### config.mk
export PLATFORM = sky130hd
export DESIGN_NAME = alu_exec_sequencer_flat
export DESIGN_NICKNAME = d
export VERILOG_FILES = /design/src/rtl/alu_pkg.sv /design/src/rtl/alu_exec_sequencer_if.sv /design/src/rtl/exec_decode.sv /design/src/rtl/alu_exec_sequencer.sv /design/src/flat_wrapper.sv
export SDC_FILE = /design/constraint.sdc
export NUM_CORES = 1
export LEC_CHECK = 0
export CORE_ASPECT_RATIO = 1.1
export CORE_MARGIN = 4
export CORE_UTILIZATION = 45
export DETAILED_ROUTE_END_ITERATION = 8
export GPL_TIMING_DRIVEN = 1
export HOLD_SLACK_MARGIN = 0.05
export PLACE_DENSITY = 0.81
export SYNTH_ARGS = -nofsm -noshare
export SYNTH_HDL_FRONTEND = slang
export SYNTH_SLANG_ARGS = --single-unit
### constraint.sdc
create_clock -name clk -period 2.2 [get_ports clk]
set_input_delay 0.44 -clock clk [delete_from_list [all_inputs] [get_ports clk]]
set_output_delay 0.44 -clock clk [all_outputs]
set_load 0.03 [all_outputs]
### src/rtl/alu_pkg.sv
// Shared ALU / execute-sequencer definitions: ALU select codes, RV32I opcodes,
// sequencer state encoding, operand routing and the arithmetic funct3 mapping.
package alu_pkg;

    typedef enum logic [3:0] {
        ALU_ADD = 4'h0,
        ALU_SUB = 4'h1,
        ALU_AND = 4'h2,
        ALU_OR  = 4'h3,
        ALU_XOR = 4'h4,
        ALU_SLL = 4'h5,
        ALU_SRL = 4'h6,
        ALU_SRA = 4'h7,
        ALU_BEQ = 4'h8,
        ALU_BNE = 4'h9,
        ALU_BGE = 4'hA,
        ALU_BLT = 4'hB
    } alu_sel_e;

    localparam logic [6:0] OPC_OP     = 7'b0110011;
    localparam logic [6:0] OPC_OP_IMM = 7'b0010011;
    localparam logic [6:0] OPC_LOAD   = 7'b0000011;
    localparam logic [6:0] OPC_STORE  = 7'b0100011;
    localparam logic [6:0] OPC_JALR   = 7'b1100111;
    localparam logic [6:0] OPC_LUI    = 7'b0110111;
    localparam logic [6:0] OPC_BRANCH = 7'b1100011;

    typedef enum logic [1:0] {
        ST_IDLE   = 2'd0,
        ST_EXEC   = 2'd1,
        ST_BR_TGT = 2'd2,
        ST_DONE   = 2'd3
    } seq_state_e;

    typedef enum logic [1:0] {
        RS1_RS2  = 2'd0,
        RS1_IMM  = 2'd1,
        ZERO_IMM = 2'd2,
        PC_IMM   = 2'd3
    } op_sel_e;

    // sub_en turns ADD into SUB, sra_en turns SRL into SRA; slt/sltu map to ADD here.
    function automatic alu_sel_e arith_sel(input logic [2:0] funct3, input logic sub_en,
                                           input logic sra_en);
        alu_sel_e sel_s;
        case (funct3)
            3'b000: begin
                if (sub_en) sel_s = ALU_SUB;
                else        sel_s = ALU_ADD;
            end
            3'b001: sel_s = ALU_SLL;
            3'b100: sel_s = ALU_XOR;
            3'b101: begin
                if (sra_en) sel_s = ALU_SRA;
                else        sel_s = ALU_SRL;
            end
            3'b110: sel_s = ALU_OR;
            3'b111: sel_s = ALU_AND;
            default: sel_s = ALU_ADD;
        endcase
        return sel_s;
    endfunction

    function automatic logic arith_f3_illegal(input logic [2:0] funct3);
        return (funct3 == 3'b010) || (funct3 == 3'b011);
    endfunction

endpackage

### src/rtl/alu_exec_sequencer_if.sv
// Instruction-in, result-out and ALU-side signals of alu_exec_sequencer.
// Build option EXEC_ILLEGAL_TRAP_EN adds the out_illegal flag.
interface alu_exec_sequencer_if #(
    parameter int XLEN = 32
);
    logic            in_valid;
    logic            in_ready;
    logic [6:0]      in_opcode;
    logic [2:0]      in_funct3;
    logic            in_funct7_5;
    logic [XLEN-1:0] in_rs1;
    logic [XLEN-1:0] in_rs2;
    logic [XLEN-1:0] in_imm;
    logic [XLEN-1:0] in_pc;
    logic [4:0]      in_rd;
    logic [XLEN-1:0] alu_a;
    logic [XLEN-1:0] alu_b;
    logic [3:0]      alu_sel;
    logic [XLEN-1:0] alu_result;
    logic            alu_bool;
    logic            out_valid;
    logic            out_ready;
    logic [XLEN-1:0] out_result;
    logic [4:0]      out_rd;
    logic            out_wr_en;
    logic            out_br_taken;
`ifdef EXEC_ILLEGAL_TRAP_EN
    logic            out_illegal;
`endif

    // Sequencer side.
    modport slave (
`ifdef EXEC_ILLEGAL_TRAP_EN
        output out_illegal,
`endif
        input  in_valid, in_opcode, in_funct3, in_funct7_5, in_rs1, in_rs2, in_imm, in_pc, in_rd,
        output in_ready,
        output alu_a, alu_b, alu_sel,
        input  alu_result, alu_bool,
        output out_valid, out_result, out_rd, out_wr_en, out_br_taken,
        input  out_ready
    );

    // Instruction source, result consumer and the combinational ALU.
    modport master (
`ifdef EXEC_ILLEGAL_TRAP_EN
        input  out_illegal,
`endif
        output in_valid, in_opcode, in_funct3, in_funct7_5, in_rs1, in_rs2, in_imm, in_pc, in_rd,
        input  in_ready,
        input  alu_a, alu_b, alu_sel,
        output alu_result, alu_bool,
        input  out_valid, out_result, out_rd, out_wr_en, out_br_taken,
        output out_ready
    );
endinterface

### src/rtl/exec_decode.sv
// Combinational RV32I decode into ALU select, operand routing and writeback class.
// wr_en is the raw class value; the sequencer applies the illegal-instruction policy.
module exec_decode
    import alu_pkg::*;
(
    input  logic [6:0] opcode,
    input  logic [2:0] funct3,
    input  logic       funct7_5,
    output alu_sel_e   alu_sel,
    output op_sel_e    op_sel,
    output logic       is_branch,
    output logic       wr_en,
    output logic       illegal
);
    alu_sel_e sel_s;
    op_sel_e  op_sel_s;
    logic     branch_s;
    logic     wr_s;
    logic     illegal_s;

    // Opcode class decode; anything not recognised is flagged illegal.
    always_comb begin
        sel_s     = ALU_ADD;
        op_sel_s  = RS1_RS2;
        branch_s  = 1'b0;
        wr_s      = 1'b0;
        illegal_s = 1'b0;
        case (opcode)
            OPC_OP: begin
                sel_s     = arith_sel(funct3, funct7_5, funct7_5);
                wr_s      = 1'b1;
                illegal_s = arith_f3_illegal(funct3);
            end
            OPC_OP_IMM: begin
                sel_s     = arith_sel(funct3, 1'b0, funct7_5);
                op_sel_s  = RS1_IMM;
                wr_s      = 1'b1;
                illegal_s = arith_f3_illegal(funct3);
            end
            OPC_LOAD, OPC_JALR: begin
                op_sel_s = RS1_IMM;
                wr_s     = 1'b1;
            end
            OPC_STORE: op_sel_s = RS1_IMM;
            OPC_LUI: begin
                op_sel_s = ZERO_IMM;
                wr_s     = 1'b1;
            end
            OPC_BRANCH: begin
                branch_s = 1'b1;
                case (funct3)
                    3'b000:  sel_s = ALU_BEQ;
                    3'b001:  sel_s = ALU_BNE;
                    3'b100:  sel_s = ALU_BLT;
                    3'b101:  sel_s = ALU_BGE;
                    default: illegal_s = 1'b1;
                endcase
            end
            default: illegal_s = 1'b1;
        endcase
    end

    // Illegal encodings always execute as a single-pass ADD.
    always_comb begin
        op_sel  = op_sel_s;
        wr_en   = wr_s;
        illegal = illegal_s;
        if (illegal_s) begin
            alu_sel   = ALU_ADD;
            is_branch = 1'b0;
        end else begin
            alu_sel   = sel_s;
            is_branch = branch_s;
        end
    end
endmodule

### src/rtl/alu_exec_sequencer.sv
// Multi-cycle execute sequencer: one instruction per handshake, one ALU pass (two for branches),
// result held until consumed. Build option EXEC_ILLEGAL_TRAP_EN adds out_illegal.
module alu_exec_sequencer
    import alu_pkg::*;
#(
    parameter int XLEN           = 32,
    parameter bit ILLEGAL_AS_NOP = 1'b1
) (
    input logic                 clk,
    input logic                 rst_n,
    alu_exec_sequencer_if.slave bus
);
    seq_state_e      state_r;
    seq_state_e      next_state_s;
    alu_sel_e        dec_sel_s;
    op_sel_e         dec_op_sel_s;
    logic            dec_branch_s;
    logic            dec_wr_en_s;
    logic            dec_illegal_s;
    logic            wr_en_s;
    logic [XLEN-1:0] op_a_s;
    logic [XLEN-1:0] op_b_s;
    logic [XLEN-1:0] pc_r;
    logic [XLEN-1:0] imm_r;
    logic [4:0]      rd_r;
    logic            branch_r;
    logic            wr_en_r;
    alu_sel_e        alu_sel_r;
    logic [XLEN-1:0] alu_a_r;
    logic [XLEN-1:0] alu_b_r;
    logic            out_valid_r;
    logic [XLEN-1:0] out_result_r;
    logic [4:0]      out_rd_r;
    logic            out_wr_en_r;
    logic            out_br_taken_r;
`ifdef EXEC_ILLEGAL_TRAP_EN
    logic            illegal_r;
    logic            out_illegal_r;
`endif

    exec_decode u_decode (
        .opcode    (bus.in_opcode),
        .funct3    (bus.in_funct3),
        .funct7_5  (bus.in_funct7_5),
        .alu_sel   (dec_sel_s),
        .op_sel    (dec_op_sel_s),
        .is_branch (dec_branch_s),
        .wr_en     (dec_wr_en_s),
        .illegal   (dec_illegal_s)
    );

    // First-pass operand routing from the incoming instruction.
    always_comb begin
        op_a_s = bus.in_rs1;
        op_b_s = bus.in_rs2;
        case (dec_op_sel_s)
            RS1_RS2:  op_b_s = bus.in_rs2;
            RS1_IMM:  op_b_s = bus.in_imm;
            ZERO_IMM: begin
                op_a_s = {XLEN{1'b0}};
                op_b_s = bus.in_imm;
            end
            PC_IMM: begin
                op_a_s = bus.in_pc;
                op_b_s = bus.in_imm;
            end
            default: op_b_s = bus.in_rs2;
        endcase
    end

    // Writeback policy for illegal instructions.
    always_comb begin
        if (dec_illegal_s) begin
`ifdef EXEC_ILLEGAL_TRAP_EN
            wr_en_s = 1'b0;
`else
            wr_en_s = ~ILLEGAL_AS_NOP;
`endif
        end else begin
            wr_en_s = dec_wr_en_s;
        end
    end

    // Sequencer state register.
    always_ff @(posedge clk or negedge rst_n) begin
        if (!rst_n) state_r <= ST_IDLE;
        else        state_r <= next_state_s;
    end

    // Next-state logic.
    always_comb begin
        next_state_s = state_r;
        case (state_r)
            ST_IDLE: begin
                if (bus.in_valid) next_state_s = ST_EXEC;
                else              next_state_s = ST_IDLE;
            end
            ST_EXEC: begin
                if (branch_r) next_state_s = ST_BR_TGT;
                else          next_state_s = ST_DONE;
            end
            ST_BR_TGT: next_state_s = ST_DONE;
            ST_DONE: begin
                if (bus.out_ready) next_state_s = ST_IDLE;
                else               next_state_s = ST_DONE;
            end
            default: next_state_s = ST_IDLE;
        endcase
    end

    // Capture at acceptance, ALU port staging and the output holding register.
    always_ff @(posedge clk or negedge rst_n) begin
        if (!rst_n) begin
            pc_r           <= {XLEN{1'b0}};
            imm_r          <= {XLEN{1'b0}};
            rd_r           <= 5'd0;
            branch_r       <= 1'b0;
            wr_en_r        <= 1'b0;
            alu_sel_r      <= ALU_ADD;
            alu_a_r        <= {XLEN{1'b0}};
            alu_b_r        <= {XLEN{1'b0}};
            out_valid_r    <= 1'b0;
            out_result_r   <= {XLEN{1'b0}};
            out_rd_r       <= 5'd0;
            out_wr_en_r    <= 1'b0;
            out_br_taken_r <= 1'b0;
`ifdef EXEC_ILLEGAL_TRAP_EN
            illegal_r      <= 1'b0;
            out_illegal_r  <= 1'b0;
`endif
        end else begin
            case (state_r)
                ST_IDLE: begin
                    if (bus.in_valid) begin
                        pc_r      <= bus.in_pc;
                        imm_r     <= bus.in_imm;
                        rd_r      <= bus.in_rd;
                        branch_r  <= dec_branch_s;
                        wr_en_r   <= wr_en_s;
                        alu_sel_r <= dec_sel_s;
                        alu_a_r   <= op_a_s;
                        alu_b_r   <= op_b_s;
`ifdef EXEC_ILLEGAL_TRAP_EN
                        illegal_r <= dec_illegal_s;
`endif
                    end
                end
                ST_EXEC: begin
                    if (branch_r) begin
                        // Compare flag now, target add on the second pass.
                        out_br_taken_r <= bus.alu_bool;
                        alu_sel_r      <= ALU_ADD;
                        alu_a_r        <= pc_r;
                        alu_b_r        <= imm_r;
                    end else begin
                        out_br_taken_r <= 1'b0;
                        out_result_r   <= bus.alu_result;
                        out_rd_r       <= rd_r;
                        out_wr_en_r    <= wr_en_r;
                        out_valid_r    <= 1'b1;
`ifdef EXEC_ILLEGAL_TRAP_EN
                        out_illegal_r  <= illegal_r;
`endif
                    end
                end
                ST_BR_TGT: begin
                    out_result_r  <= bus.alu_result;
                    out_rd_r      <= rd_r;
                    out_wr_en_r   <= wr_en_r;
                    out_valid_r   <= 1'b1;
`ifdef EXEC_ILLEGAL_TRAP_EN
                    out_illegal_r <= illegal_r;
`endif
                end
                ST_DONE: begin
                    if (bus.out_ready) out_valid_r <= 1'b0;
                end
                default: out_valid_r <= 1'b0;
            endcase
        end
    end

    assign bus.in_ready     = (state_r == ST_IDLE);
    assign bus.alu_sel      = alu_sel_r;
    assign bus.alu_a        = alu_a_r;
    assign bus.alu_b        = alu_b_r;
    assign bus.out_valid    = out_valid_r;
    assign bus.out_result   = out_result_r;
    assign bus.out_rd       = out_rd_r;
    assign bus.out_wr_en    = out_wr_en_r;
    assign bus.out_br_taken = out_br_taken_r;
`ifdef EXEC_ILLEGAL_TRAP_EN
    assign bus.out_illegal  = out_illegal_r;
`endif
endmodule

### src/flat_wrapper.sv
// flat-port wrapper written by rule: the top's interface ports become plain ports
module alu_exec_sequencer_flat import alu_pkg::*;
#(
    parameter int XLEN           = 32,
    parameter bit ILLEGAL_AS_NOP = 1'b1
)
  (clk, rst_n, bus_in_valid, bus_in_opcode, bus_in_funct3, bus_in_funct7_5, bus_in_rs1, bus_in_rs2, bus_in_imm, bus_in_pc, bus_in_rd, bus_in_ready, bus_alu_a, bus_alu_b, bus_alu_sel, bus_alu_result, bus_alu_bool, bus_out_valid, bus_out_result, bus_out_rd, bus_out_wr_en, bus_out_br_taken, bus_out_ready);
  alu_exec_sequencer_if #(.XLEN(XLEN)) bus_i ();
  input logic clk;
  input logic rst_n;
  input wire logic [$bits(bus_i.in_valid)-1:0] bus_in_valid;
  input wire logic [$bits(bus_i.in_opcode)-1:0] bus_in_opcode;
  input wire logic [$bits(bus_i.in_funct3)-1:0] bus_in_funct3;
  input wire logic [$bits(bus_i.in_funct7_5)-1:0] bus_in_funct7_5;
  input wire logic [$bits(bus_i.in_rs1)-1:0] bus_in_rs1;
  input wire logic [$bits(bus_i.in_rs2)-1:0] bus_in_rs2;
  input wire logic [$bits(bus_i.in_imm)-1:0] bus_in_imm;
  input wire logic [$bits(bus_i.in_pc)-1:0] bus_in_pc;
  input wire logic [$bits(bus_i.in_rd)-1:0] bus_in_rd;
  output wire logic [$bits(bus_i.in_ready)-1:0] bus_in_ready;
  output wire logic [$bits(bus_i.alu_a)-1:0] bus_alu_a;
  output wire logic [$bits(bus_i.alu_b)-1:0] bus_alu_b;
  output wire logic [$bits(bus_i.alu_sel)-1:0] bus_alu_sel;
  input wire logic [$bits(bus_i.alu_result)-1:0] bus_alu_result;
  input wire logic [$bits(bus_i.alu_bool)-1:0] bus_alu_bool;
  output wire logic [$bits(bus_i.out_valid)-1:0] bus_out_valid;
  output wire logic [$bits(bus_i.out_result)-1:0] bus_out_result;
  output wire logic [$bits(bus_i.out_rd)-1:0] bus_out_rd;
  output wire logic [$bits(bus_i.out_wr_en)-1:0] bus_out_wr_en;
  output wire logic [$bits(bus_i.out_br_taken)-1:0] bus_out_br_taken;
  input wire logic [$bits(bus_i.out_ready)-1:0] bus_out_ready;
  assign bus_i.in_valid = bus_in_valid;
  assign bus_i.in_opcode = bus_in_opcode;
  assign bus_i.in_funct3 = bus_in_funct3;
  assign bus_i.in_funct7_5 = bus_in_funct7_5;
  assign bus_i.in_rs1 = bus_in_rs1;
  assign bus_i.in_rs2 = bus_in_rs2;
  assign bus_i.in_imm = bus_in_imm;
  assign bus_i.in_pc = bus_in_pc;
  assign bus_i.in_rd = bus_in_rd;
  assign bus_in_ready = bus_i.in_ready;
  assign bus_alu_a = bus_i.alu_a;
  assign bus_alu_b = bus_i.alu_b;
  assign bus_alu_sel = bus_i.alu_sel;
  assign bus_i.alu_result = bus_alu_result;
  assign bus_i.alu_bool = bus_alu_bool;
  assign bus_out_valid = bus_i.out_valid;
  assign bus_out_result = bus_i.out_result;
  assign bus_out_rd = bus_i.out_rd;
  assign bus_out_wr_en = bus_i.out_wr_en;
  assign bus_out_br_taken = bus_i.out_br_taken;
  assign bus_i.out_ready = bus_out_ready;
  alu_exec_sequencer #(.XLEN(XLEN), .ILLEGAL_AS_NOP(ILLEGAL_AS_NOP)) u_core (.clk(clk), .rst_n(rst_n), .bus(bus_i));
endmodule
==> metrics.csv <==
metric;value;unit
status;finished clean;
DRC viols;0;
WHS;482.8;ps
Net Count, Synth;854;
core area;0.01714;mm2
Reg2Reg Depth;7;
Via density;5.283;
Req. time, crit path;1760;ps
Clock Latency Late Sink;430;ps
Die ar.;0.01970;mm2
FF-to-FF setup slack;250;ps
crit end category;primary output;
P_leak;4.876;nW
vias in the first global route;6666;
Post-Place Setup Slack;-73.59;ps
Iteration-0 DRC Markers;328;
CP cell instances;inv_1, ha_1, dlygate4sd2_1;
Max Slew Vio Count;0;
Yosys warnings;0;
Hold Crit Class;reg -> reg;
Cell Pwr Density;1568;mW/mm2
period utilization;95.91;%
first-pass GRT wire length;35.71;mm
commonest non-fill, non-tap cell in the layout;clkdlybuf4s50_1;
clock sinks;181;
WHS Endpoint;u_core.bus.alu_a[13]$_DFFE_PN0P_;
CP startpoint kind;register;
total grt overflow;0;
critical path fanouts, max;5;
Fmax achieved;473.9;MHz
row cnt;50;
post-synth top area share;57.47;%
Worst path max stage delay;450;ps
cell depth of the worst hold path;2;
I/O pin count;290;
critical path arrival;1670;ps
final hold viol count;0;
area leader, netlist;dfrtp_1;
share of layout cells above drive strength 1;17.42;%
width of the die;134.2;um
Worst-path clk slew;70;ps
most frequent cells in the layout;287 x clkdlybuf4s50_1, 181 x dfrtp_1, 99 x a21oi_1, 98 x mux2_2, 44 x nor2_1;
synthesized instance count;669;
Tot GR Track Use;22.80;%
Synth-to-Final Area Change;50.18;%
Seq cells post-synth;181;
Initial Util;45.98;%
Finished Cell Area;0.01184;mm2
ant diodes;0;
Synth cell types;38;
total CTS buffers;17;
Root Buffer;clkbuf_16;
final setup fails;0;
Die H;146.8;um
R2R Path End;u_core.bus.alu_b[29]$_DFFE_PN0P_;
post-route setup TNS;0;ps
TritonCTS clock tree;built;
port bufs;289;
min Tclk post-route;2110;ps
worst setup path category;reg -> out;
Power Total;18.56;mW
Worst VDD drop;0.0008078;V
final antenna-violating net count;0;
maximum root-to-sink buffer count;2;
RePlAce Congestion;0.8024;
post-DR wirelength/cell;18.61;um
final setup skew;9.763;ps
worst hold path startpoint;u_core.bus.alu_a[13]$_DFFE_PN0P_;
largest net degree at the start of global routing;55;
FF-to-FF Start;u_core.state_r[1]$_DFF_PN0_;
Slew @ Worst Pin;542.5;ps
initial antenna violation count;0;
Post-CTS Setup Bufs;0;
# nets final;1142;
CP max-delay cell;dlygate4sd2_1;
H-tree depth;4;
dpl cell area;0.01119;mm2
Syn Area/Cell;11.78;um2
Max-cap violations;0;
HPWL Detailed;15.95;mm
RSZ-0062 raised after global routing;false;
relative slew slack;63.83;%
Pre-Repair DR Iteration Count;4;
sequential fraction of the synthesis area;57.47;%
Routed WL;22.40;mm
vias;6361;
Final WS setup;90.07;ps
mapped cell area;0.007881;mm2
Synth area leaders;dfrtp_1 57%, mux2_2 14%, a21oi_1 6.4%, mux2i_1 4.1%, o22ai_1 2.5%;
-- cells by family (layout without fill, tap and decap cells) --
family | after synthesis | after routing | synth area share [%]
DFF | 181 | 181 | 57.47
buffers and inverters | 55 | 356 | 3.683
AOI/OAI and AO/OA | 186 | 186 | 12.92
adders and majority gates | 4 | 4 | 0.6350
muxes | 139 | 139 | 19.35
and+or+nand+nor | 104 | 104 | 5.937
-- metal layers --
metal	global-route usage, %	routed length, um	up-vias
met1	28.18	9159	3137
met5	0	0	-
met2	38.68	11280	225
met3	6.027	1386	41
li1	-	-	2958
met4	8.045	573	0
-- worst max path at each step --
stage,to,start,slack [ps],depth (start not counted)
floorplan,u_core.imm_r[0]$_DFFE_PN0P_,u_core.state_r[0]$_DFF_PN0_,230,6
global placement,u_core.bus.alu_b[26]$_DFFE_PN0P_,bus_in_opcode[6],9,7
detailed placement,u_core.bus.alu_b[16]$_DFFE_PN0P_,bus_in_opcode[6],-70,7
CTS,bus_in_ready,u_core.state_r[1]$_DFF_PN0_,60,3
global route,bus_in_ready,u_core.state_r[1]$_DFF_PN0_,20,3
finish,bus_in_ready,u_core.state_r[1]$_DFF_PN0_,90,3
-- flip-flops by register name, summed over array words and instances (netlist names) --
register	cells
u_core.bus.alu_b	32
u_core.rd_r	5
u_core.bus.out_result	32
u_core.bus.out_rd	5
u_core.pc_r	32
u_core.branch_r	1
u_core.bus.alu_sel	4
u_core.wr_en_r	1
u_core.bus.out_valid	1
u_core.state_r	2
u_core.imm_r	32
u_core.bus.alu_a	32
u_core.bus.out_wr_en	1
u_core.bus.out_br_taken	1
-- worst max-delay path: cells and delay by family (launching register included) --
kind	cells	cell delay [ps]
fa+ha+maj	1	260
buf+inv	2	560
flops	1	440
-- cell usage after synthesis, drive strengths merged --
master    n
a211o     1
a211oi    1
a21o      1
a21oi   100
a22o      1
a31oi     2
a32o      2
a32oi     1
and2      1
buf      33
clkbuf   17
dfrtp   181
ha        4
inv       5
mux2    107
mux2i    32
nand2    43
nand2b    2
nand3     1
nand3b    4
nand4b    1
nor2     46
nor2b     2
o211a     1
o21ai    41
o22ai    32
o31ai     2
o32ai     1
or2       1
or3       3
-- final cells by class --
class	count	area, um2
Fill cell	1336	5305
Clock buffer	19	442.9
Clock inverter	13	195.2
Sequential cell	181	4529
Inverter	5	18.77
Timing Repair Buffer	319	3271
Multi-Input combinational cell	433	3087
Tap cell	234	292.8
-- per-stage QoR --
stage / utilization [%] / std cells
final: 69.05 / 1204
after global routing: 69.05 / 1204
after CTS: 69.05 / 1204
after detailed placement: 65.28 / 1171
after global placement: 65.28 / 1171
after floorplan: - / 669
-- power breakdown --
group / total, mW / leakage, nW / switching [mW] / internal (mW)
Sequential: 5.93 / 2.15 / 0.896 / 5.03
Clock: 3.27 / 0.306 / 1.32 / 1.95
Combinational: 9.36 / 2.42 / 5.04 / 4.32
-- what timing repair did --
item	4_1_cts	5_1_grt
setup endpoints to repair	1	0
gates resized for setup	1	0
hold buffers	1	0
hold endpoints to repair	49	0
No activity file was read; power rests on OpenSTA's default activity.
